$ cat config.mk
export PLATFORM = sky130hd
export DESIGN_NAME = vga_sync_receiver_flat
export DESIGN_NICKNAME = d
export VERILOG_FILES = /design/src/rtl/vga_sync_receiver_if.sv /design/src/rtl/vga_sync_receiver.sv /design/src/flat_wrapper.sv
export SDC_FILE = /design/constraint.sdc
export NUM_CORES = 1
export LEC_CHECK = 0
export CORE_AREA = 2 2 105 107
export DETAILED_ROUTE_END_ITERATION = 6
export DIE_AREA = 0 0 107 109
export PLACE_DENSITY = 0.75
export SLEW_MARGIN = 20
export SYNTH_ARGS = -nofsm -noshare
export SYNTH_HDL_FRONTEND = slang
export SYNTH_SLANG_ARGS = --single-unit
$ cat constraint.sdc
create_clock -name clk -period 3.2 [get_ports clk]
set_clock_uncertainty 0.15 [all_clocks]
set_input_delay 0.8 -clock clk [delete_from_list [all_inputs] [get_ports clk]]
set_output_delay 0.8 -clock clk [all_outputs]
set_load 0.005 [all_outputs]
$ cat src/rtl/vga_sync_receiver_if.sv
// Sync-pair interface between an hvsync-style timing source and the receiver.
// The master drives the syncs; the slave returns recovered timing and coordinates.
interface vga_sync_receiver_if;
  logic        h_sync;
  logic        v_sync;
  logic [9:0]  pixel_x;
  logic [9:0]  pixel_y;
  logic        in_active;
  logic        locked;
  logic        frame_start;
  logic        sync_err;
  logic [10:0] line_len;
  logic [10:0] frame_lines;

  modport master (
    output h_sync, v_sync,
    input  pixel_x, pixel_y, in_active, locked, frame_start, sync_err,
           line_len, frame_lines
  );

  modport slave (
    input  h_sync, v_sync,
    output pixel_x, pixel_y, in_active, locked, frame_start, sync_err,
           line_len, frame_lines
  );
endinterface

$ cat src/rtl/vga_sync_receiver.sv
// Recovers line/frame timing from an h_sync/v_sync pair, locks after two
// matching frames and regenerates active-area pixel coordinates.
module vga_sync_receiver #(
  parameter int SYNC_ACTIVE_LOW = 1,
  parameter int H_START         = 144,
  parameter int H_ACTIVE        = 640,
  parameter int V_START         = 35,
  parameter int V_ACTIVE        = 480
) (
  input  logic               clk,
  input  logic               reset,
  vga_sync_receiver_if.slave bus
);

  typedef enum logic [1:0] {SEARCH, MEASURE, LOCKED} state_t;

  localparam logic        POL     = (SYNC_ACTIVE_LOW != 0);
  localparam logic [10:0] CNT_MAX = '1;
  localparam logic [10:0] H_LO    = 11'(H_START);
  localparam logic [10:0] H_HI    = 11'(H_START + H_ACTIVE);
  localparam logic [10:0] V_LO    = 11'(V_START);
  localparam logic [10:0] V_HI    = 11'(V_START + V_ACTIVE);

  state_t      state;
  logic        h_s1, h_s2, v_s1, v_s2;
  logic        h_edge, v_edge;
  logic [10:0] h_cnt, v_cnt, h_meas;
  logic [10:0] line_len_r, frame_lines_r;
  logic [1:0]  h_stage;
  logic        have_frame, bad, bad_now;
  logic        err_q, fs_q, win;

  assign h_edge = h_s1 & ~h_s2;
  assign v_edge = v_s1 & ~v_s2;
  assign h_meas = (h_cnt == CNT_MAX) ? CNT_MAX : h_cnt + 11'd1;

  always_comb begin
    bad_now = bad;
    if (h_edge && (h_stage == 2'd2) && (h_meas != line_len_r))
      bad_now = 1'b1;
  end

  always_comb begin
    win = (state == LOCKED) && (h_cnt >= H_LO) && (h_cnt < H_HI)
          && (v_cnt >= V_LO) && (v_cnt < V_HI);
  end

  // Polarity-normalised syncs, two stages for edge detection, plus counters.
  always_ff @(posedge clk or negedge reset) begin
    if (!reset) begin
      h_s1  <= 1'b0;
      h_s2  <= 1'b0;
      v_s1  <= 1'b0;
      v_s2  <= 1'b0;
      h_cnt <= '0;
      v_cnt <= '0;
    end else begin
      h_s1 <= bus.h_sync ^ POL;
      h_s2 <= h_s1;
      v_s1 <= bus.v_sync ^ POL;
      v_s2 <= v_s1;
      if (h_edge)
        h_cnt <= '0;
      else if (h_cnt != CNT_MAX)
        h_cnt <= h_cnt + 11'd1;
      // v-edge wins over a coincident h-edge so the new frame starts at row 0
      if (v_edge)
        v_cnt <= '0;
      else if (h_edge && (v_cnt != CNT_MAX))
        v_cnt <= v_cnt + 11'd1;
    end
  end

  always_ff @(posedge clk or negedge reset) begin
    if (!reset) begin
      state         <= SEARCH;
      h_stage       <= 2'd0;
      have_frame    <= 1'b0;
      bad           <= 1'b0;
      line_len_r    <= '0;
      frame_lines_r <= '0;
      err_q         <= 1'b0;
      fs_q          <= 1'b0;
    end else begin
      err_q <= 1'b0;
      fs_q  <= v_edge;
      case (state)
        SEARCH: begin
          if (v_edge) begin
            state      <= MEASURE;
            h_stage    <= 2'd0;
            have_frame <= 1'b0;
            bad        <= 1'b0;
          end
        end
        MEASURE: begin
          // Stage 0 drops the partial line seen on entry; stage 1 captures.
          if (h_edge) begin
            case (h_stage)
              2'd0:    h_stage <= 2'd1;
              2'd1: begin
                line_len_r <= h_meas;
                h_stage    <= 2'd2;
              end
              default: bad <= bad_now;
            endcase
          end
          if (v_edge) begin
            if (!have_frame) begin
              frame_lines_r <= v_cnt;
              have_frame    <= 1'b1;
              bad           <= 1'b0;
            end else if (!bad_now && (v_cnt == frame_lines_r)) begin
              state <= LOCKED;
            end else begin
              frame_lines_r <= v_cnt;
              bad           <= 1'b0;
              h_stage       <= 2'd1;
            end
          end
        end
        LOCKED: begin
          if ((h_edge && (h_meas != line_len_r)) ||
              (v_edge && (v_cnt != frame_lines_r)) ||
              (h_cnt == CNT_MAX) || (v_cnt == CNT_MAX)) begin
            state <= SEARCH;
            err_q <= 1'b1;
          end
        end
        default: state <= SEARCH;
      endcase
    end
  end

  always_ff @(posedge clk or negedge reset) begin
    if (!reset) begin
      bus.pixel_x     <= '0;
      bus.pixel_y     <= '0;
      bus.in_active   <= 1'b0;
      bus.locked      <= 1'b0;
      bus.frame_start <= 1'b0;
      bus.sync_err    <= 1'b0;
      bus.line_len    <= '0;
      bus.frame_lines <= '0;
    end else begin
      bus.in_active   <= win;
      bus.pixel_x     <= win ? 10'(h_cnt - H_LO) : '0;
      bus.pixel_y     <= win ? 10'(v_cnt - V_LO) : '0;
      bus.locked      <= (state == LOCKED);
      bus.frame_start <= fs_q;
      bus.sync_err    <= err_q;
      bus.line_len    <= line_len_r;
      bus.frame_lines <= frame_lines_r;
    end
  end

endmodule

$ cat src/flat_wrapper.sv
// flat-port wrapper written by rule: the top's interface ports become plain ports
module vga_sync_receiver_flat 
#(
  parameter int SYNC_ACTIVE_LOW = 1,
  parameter int H_START         = 144,
  parameter int H_ACTIVE        = 640,
  parameter int V_START         = 35,
  parameter int V_ACTIVE        = 480
)
  (clk, reset, bus_h_sync, bus_v_sync, bus_pixel_x, bus_pixel_y, bus_in_active, bus_locked, bus_frame_start, bus_sync_err, bus_line_len, bus_frame_lines);
  vga_sync_receiver_if bus_i ();
  input  logic clk;
  input  logic reset;
  input wire logic [$bits(bus_i.h_sync)-1:0] bus_h_sync;
  input wire logic [$bits(bus_i.v_sync)-1:0] bus_v_sync;
  output wire logic [$bits(bus_i.pixel_x)-1:0] bus_pixel_x;
  output wire logic [$bits(bus_i.pixel_y)-1:0] bus_pixel_y;
  output wire logic [$bits(bus_i.in_active)-1:0] bus_in_active;
  output wire logic [$bits(bus_i.locked)-1:0] bus_locked;
  output wire logic [$bits(bus_i.frame_start)-1:0] bus_frame_start;
  output wire logic [$bits(bus_i.sync_err)-1:0] bus_sync_err;
  output wire logic [$bits(bus_i.line_len)-1:0] bus_line_len;
  output wire logic [$bits(bus_i.frame_lines)-1:0] bus_frame_lines;
  assign bus_i.h_sync = bus_h_sync;
  assign bus_i.v_sync = bus_v_sync;
  assign bus_pixel_x = bus_i.pixel_x;
  assign bus_pixel_y = bus_i.pixel_y;
  assign bus_in_active = bus_i.in_active;
  assign bus_locked = bus_i.locked;
  assign bus_frame_start = bus_i.frame_start;
  assign bus_sync_err = bus_i.sync_err;
  assign bus_line_len = bus_i.line_len;
  assign bus_frame_lines = bus_i.frame_lines;
  vga_sync_receiver #(.SYNC_ACTIVE_LOW(SYNC_ACTIVE_LOW), .H_START(H_START), .H_ACTIVE(H_ACTIVE), .V_START(V_START), .V_ACTIVE(V_ACTIVE)) u_core (.clk(clk), .reset(reset), .bus(bus_i));
endmodule
==> qor.yml <==
critPathLaunchType: "flip-flop"
finalWeightedCongestion: 0.914
slew_headroom: 0.551
syn_nets: 455
leakage_nw: 2.59
cts_buffer_depth: 2
grt_pass1_wl_mm: 16.2
antenna_found_initial: 0
status: "complete, no violations"
synth_fa_ha_area_frac: 0.0214
hold_violations: 0
grt_pass1_vias: 3234
met1_usage: 0.252
cts_hold_buf: 0
synthMuxAreaShare: 0.0455
rows: 38
grt-ovfl-total: 0
cp_num_buf_inv: 1
wirelength_mm: 9.75
synth_top_area_frac: 0.546
yosys_register_bits: 102
fin_crit_ns: 3.00
clk_latency_ns: 0.37
wl_per_cell_microns: 15.3
first_pass_iters: 4
vias_per_cell: 5.26
yosysSeqAreaShare: 0.546
initial_core_util: 0.441
power_density_nw_per_um2: 542
path_clk_slew_ns: 0.09
fin_setup_tns_ns: 0
dieHeight_microns: 109
vias: 3362
core_sq_um: 10600
yosys.area.top_type: "dfrtp_1"
cts-root-buf: "clkbuf_8"
peakVddDrop_mv: 0.207
synth_compound_area_frac: 0.105
synth_flop_cell: "dfrtp_1"
synth-edff-count: 0
synth_cells: 443
final.period_utilization: 0.937
ant_nets: 0
htree_levels: 3
hold_class: "in2async"
required_ns: 3.31
busiest_layer: "met2"
grt_use_total: 0.180
maxCapViolCount: 0
area_delta_synth_final_pct: 18.4
port_buffers: 49
netlist_area_sq_um: 4680
die_x_microns: 107
final-instance-count-excl-fill: 639
grtUsageMet2: 0.278
drc: 0
arrival_ns: 3.11
cp-end-kind: "flip-flop"
pin_count: 50
drt_first_iter_violations: 198
place_inst: 624
use_met3: 0.0371
die_area_sq_um: 11700
maxSlewViolCount: 0
diodes: 0
critical_path_class: "reg2reg"
ys_warn_count: 0
rsz0062_at_grt: "no"
worstMarginPinSlew_ns: 0.672
path_max_fanout: 11
max_freq_mhz: 333
synth_simple_gate_area_frac: 0.175
holdWs_ns: 0.122
fin_nets: 507
synthArstFlopShare: 1.00
synth_cell_types: 59
finalSetupViolCount: 0
dp_hpwl_mm: 7.04
synthXorXnorAreaFrac: 0.0703
synth_area_per_cell_sq_um: 10.6
numCtsBuffers: 9
cp_cell_sequence: "ha_1 -> nand4_2 -> or4_1 -> a221oi_2 -> nand4_1 -> o211ai_2 -> a31oi_1 -> buf_4 -> mux2_4"
synth_top_family_by_area: "simple AND/OR/NAND/NOR gates"
grt_max_degree: 59
critical_path.slowest_cell: "or4_1"
ys_top_cells_by_area: "dfrtp_1 (55%), nor2_1 (4.7%), xor2_1 (3.4%)"
crit_family: "simple AND/OR/NAND/NOR gates"
slowest_delay_ns: 0.58
drive_above_1_share: 0.106
cts_tree: "built"
cts_num_sinks: 102
-- state kept, by name, summed over array words and instances (netlist names), 2 cells and up --
register	count
u_core.line_len_r	11
u_core.bus.line_len	11
u_core.h_stage	2
u_core.h_cnt	11
u_core.bus.pixel_x	10
u_core.bus.pixel_y	10
u_core.v_cnt	11
u_core.frame_lines_r	11
u_core.bus.frame_lines	11
u_core.state	2
-- logic make-up (layout without fill, tap and decap cells) --
kind of cell    Yosys count  after routing
simple gates            168            168
flops                   102            102
compound gates           72             72
buf+inv                  41             97
xor+xnor                 36             36
mux                      16             16
fa+ha+maj                 8              8
-- worst register-to-register path, delay by kind of cell, from the launching register on --
kind | cells | cell delay [ns]
flip-flops | 1 | 0.46
adder cells (fa/ha/maj) | 1 | 0.22
AND/OR/NAND/NOR | 3 | 0.90
AO/OA/AOI/OAI | 3 | 0.63
buffers and inverters | 1 | 0.22
multiplexers | 1 | 0.32
-- layout by cell type, fill, tap and decap left out, drive strengths merged, types with 2 or more instances in the layout --
cell type      count
a211oi             2
a21oi             11
a22oi              2
a31oi              3
a32oi              2
a41oi              2
and2               9
and3               5
buf               18
clkbuf            11
clkdlybuf4s50     48
clkinv             3
dfrtp            102
ha                 8
inv               17
mux2              12
mux2i              4
nand2             34
nand2b             8
nand3             15
nand4              6
nor2              58
nor2b              8
nor3               8
nor3b              2
nor4               4
o2111ai            2
o211ai             4
o21ai             26
o22a               2
o31ai              2
o32ai              2
or3                6
or4                3
xnor2             17
xor2              18
-- synthesized netlist by cell type, drive strengths merged, types with 5 or more instances --
cell,count
nor2b,8
clkbuf,17
or3,6
nand4,6
nand2,34
o21ai,26
inv,16
dfrtp,102
nand3,15
xor2,18
a21oi,11
nor2,58
and2,9
mux2,12
and3,5
xnor2,17
nor3,8
buf,8
nand2b,8
ha,8
-- path summary, 6_finish.rpt --
check | startpoint | cells after the start | to | slack (ns)
min reg2reg | u_core.fs_q$_DFF_PN0_ | 0 | u_core.bus.frame_start$_DFF_PN0_ | 0.21
max in group asynchronous | reset | 2 | u_core.bus.pixel_y[6]$_DFF_PN0_ | 2.17
min in group clk | u_core.fs_q$_DFF_PN0_ | 0 | u_core.bus.frame_start$_DFF_PN0_ | 0.21
max reg2reg | u_core.h_cnt[5]$_DFFE_PN0P_ | 9 | u_core.frame_lines_r[6]$_DFFE_PN0P_ | 0.20
max | u_core.h_cnt[5]$_DFFE_PN0P_ | 9 | u_core.frame_lines_r[6]$_DFFE_PN0P_ | 0.20
min | reset | 1 | u_core.frame_lines_r[3]$_DFFE_PN0P_ | 0.12
-- timing repair --
action	in CTS	in global routing
setup buffers	0	0
gates resized for setup	0	1
endpoints found under the setup margin	0	2
-- metrics by stage --
step	power, mW	setup WS [ns]	utilization	instance area [sq um]
2_1_floorplan	2.04	0.293	-	4680
3_3_place_gp	2.29	0.228	0.506	5370
3_5_place_dp	2.30	0.221	0.506	5370
4_1_cts	3.04	0.187	0.522	5540
5_1_grt	3.20	0.0136	0.523	5540
6_report	3.01	0.201	0.523	5540
-- metal layers --
| metal | wire length [microns] | up-vias |
|---|---|---|
| met3 | 400 | 9 |
| met2 | 4620 | 87 |
| met5 | 0 | - |
| met1 | 4580 | 1637 |
| li1 | - | 1629 |
| met4 | 145 | 0 |
-- report_power, final --
part | total (mW) | internal (mW) | switching (mW)
combinational | 0.708 | 0.349 | 0.359
sequential | 1.57 | 1.43 | 0.144
clock | 0.727 | 0.304 | 0.423
total | 3.01 | 2.08 | 0.926
-- area by class of cell --
type | count | area (sq um)
clock buffers | 11 | 141
clock inverters | 4 | 31.3
fillers | 921 | 5060
inverters | 16 | 60.1
multi-input cells | 300 | 1950
flip-flops and latches | 102 | 2550
well taps | 140 | 175
repair buffers | 66 | 628
Power figures use the tool's default switching activity.
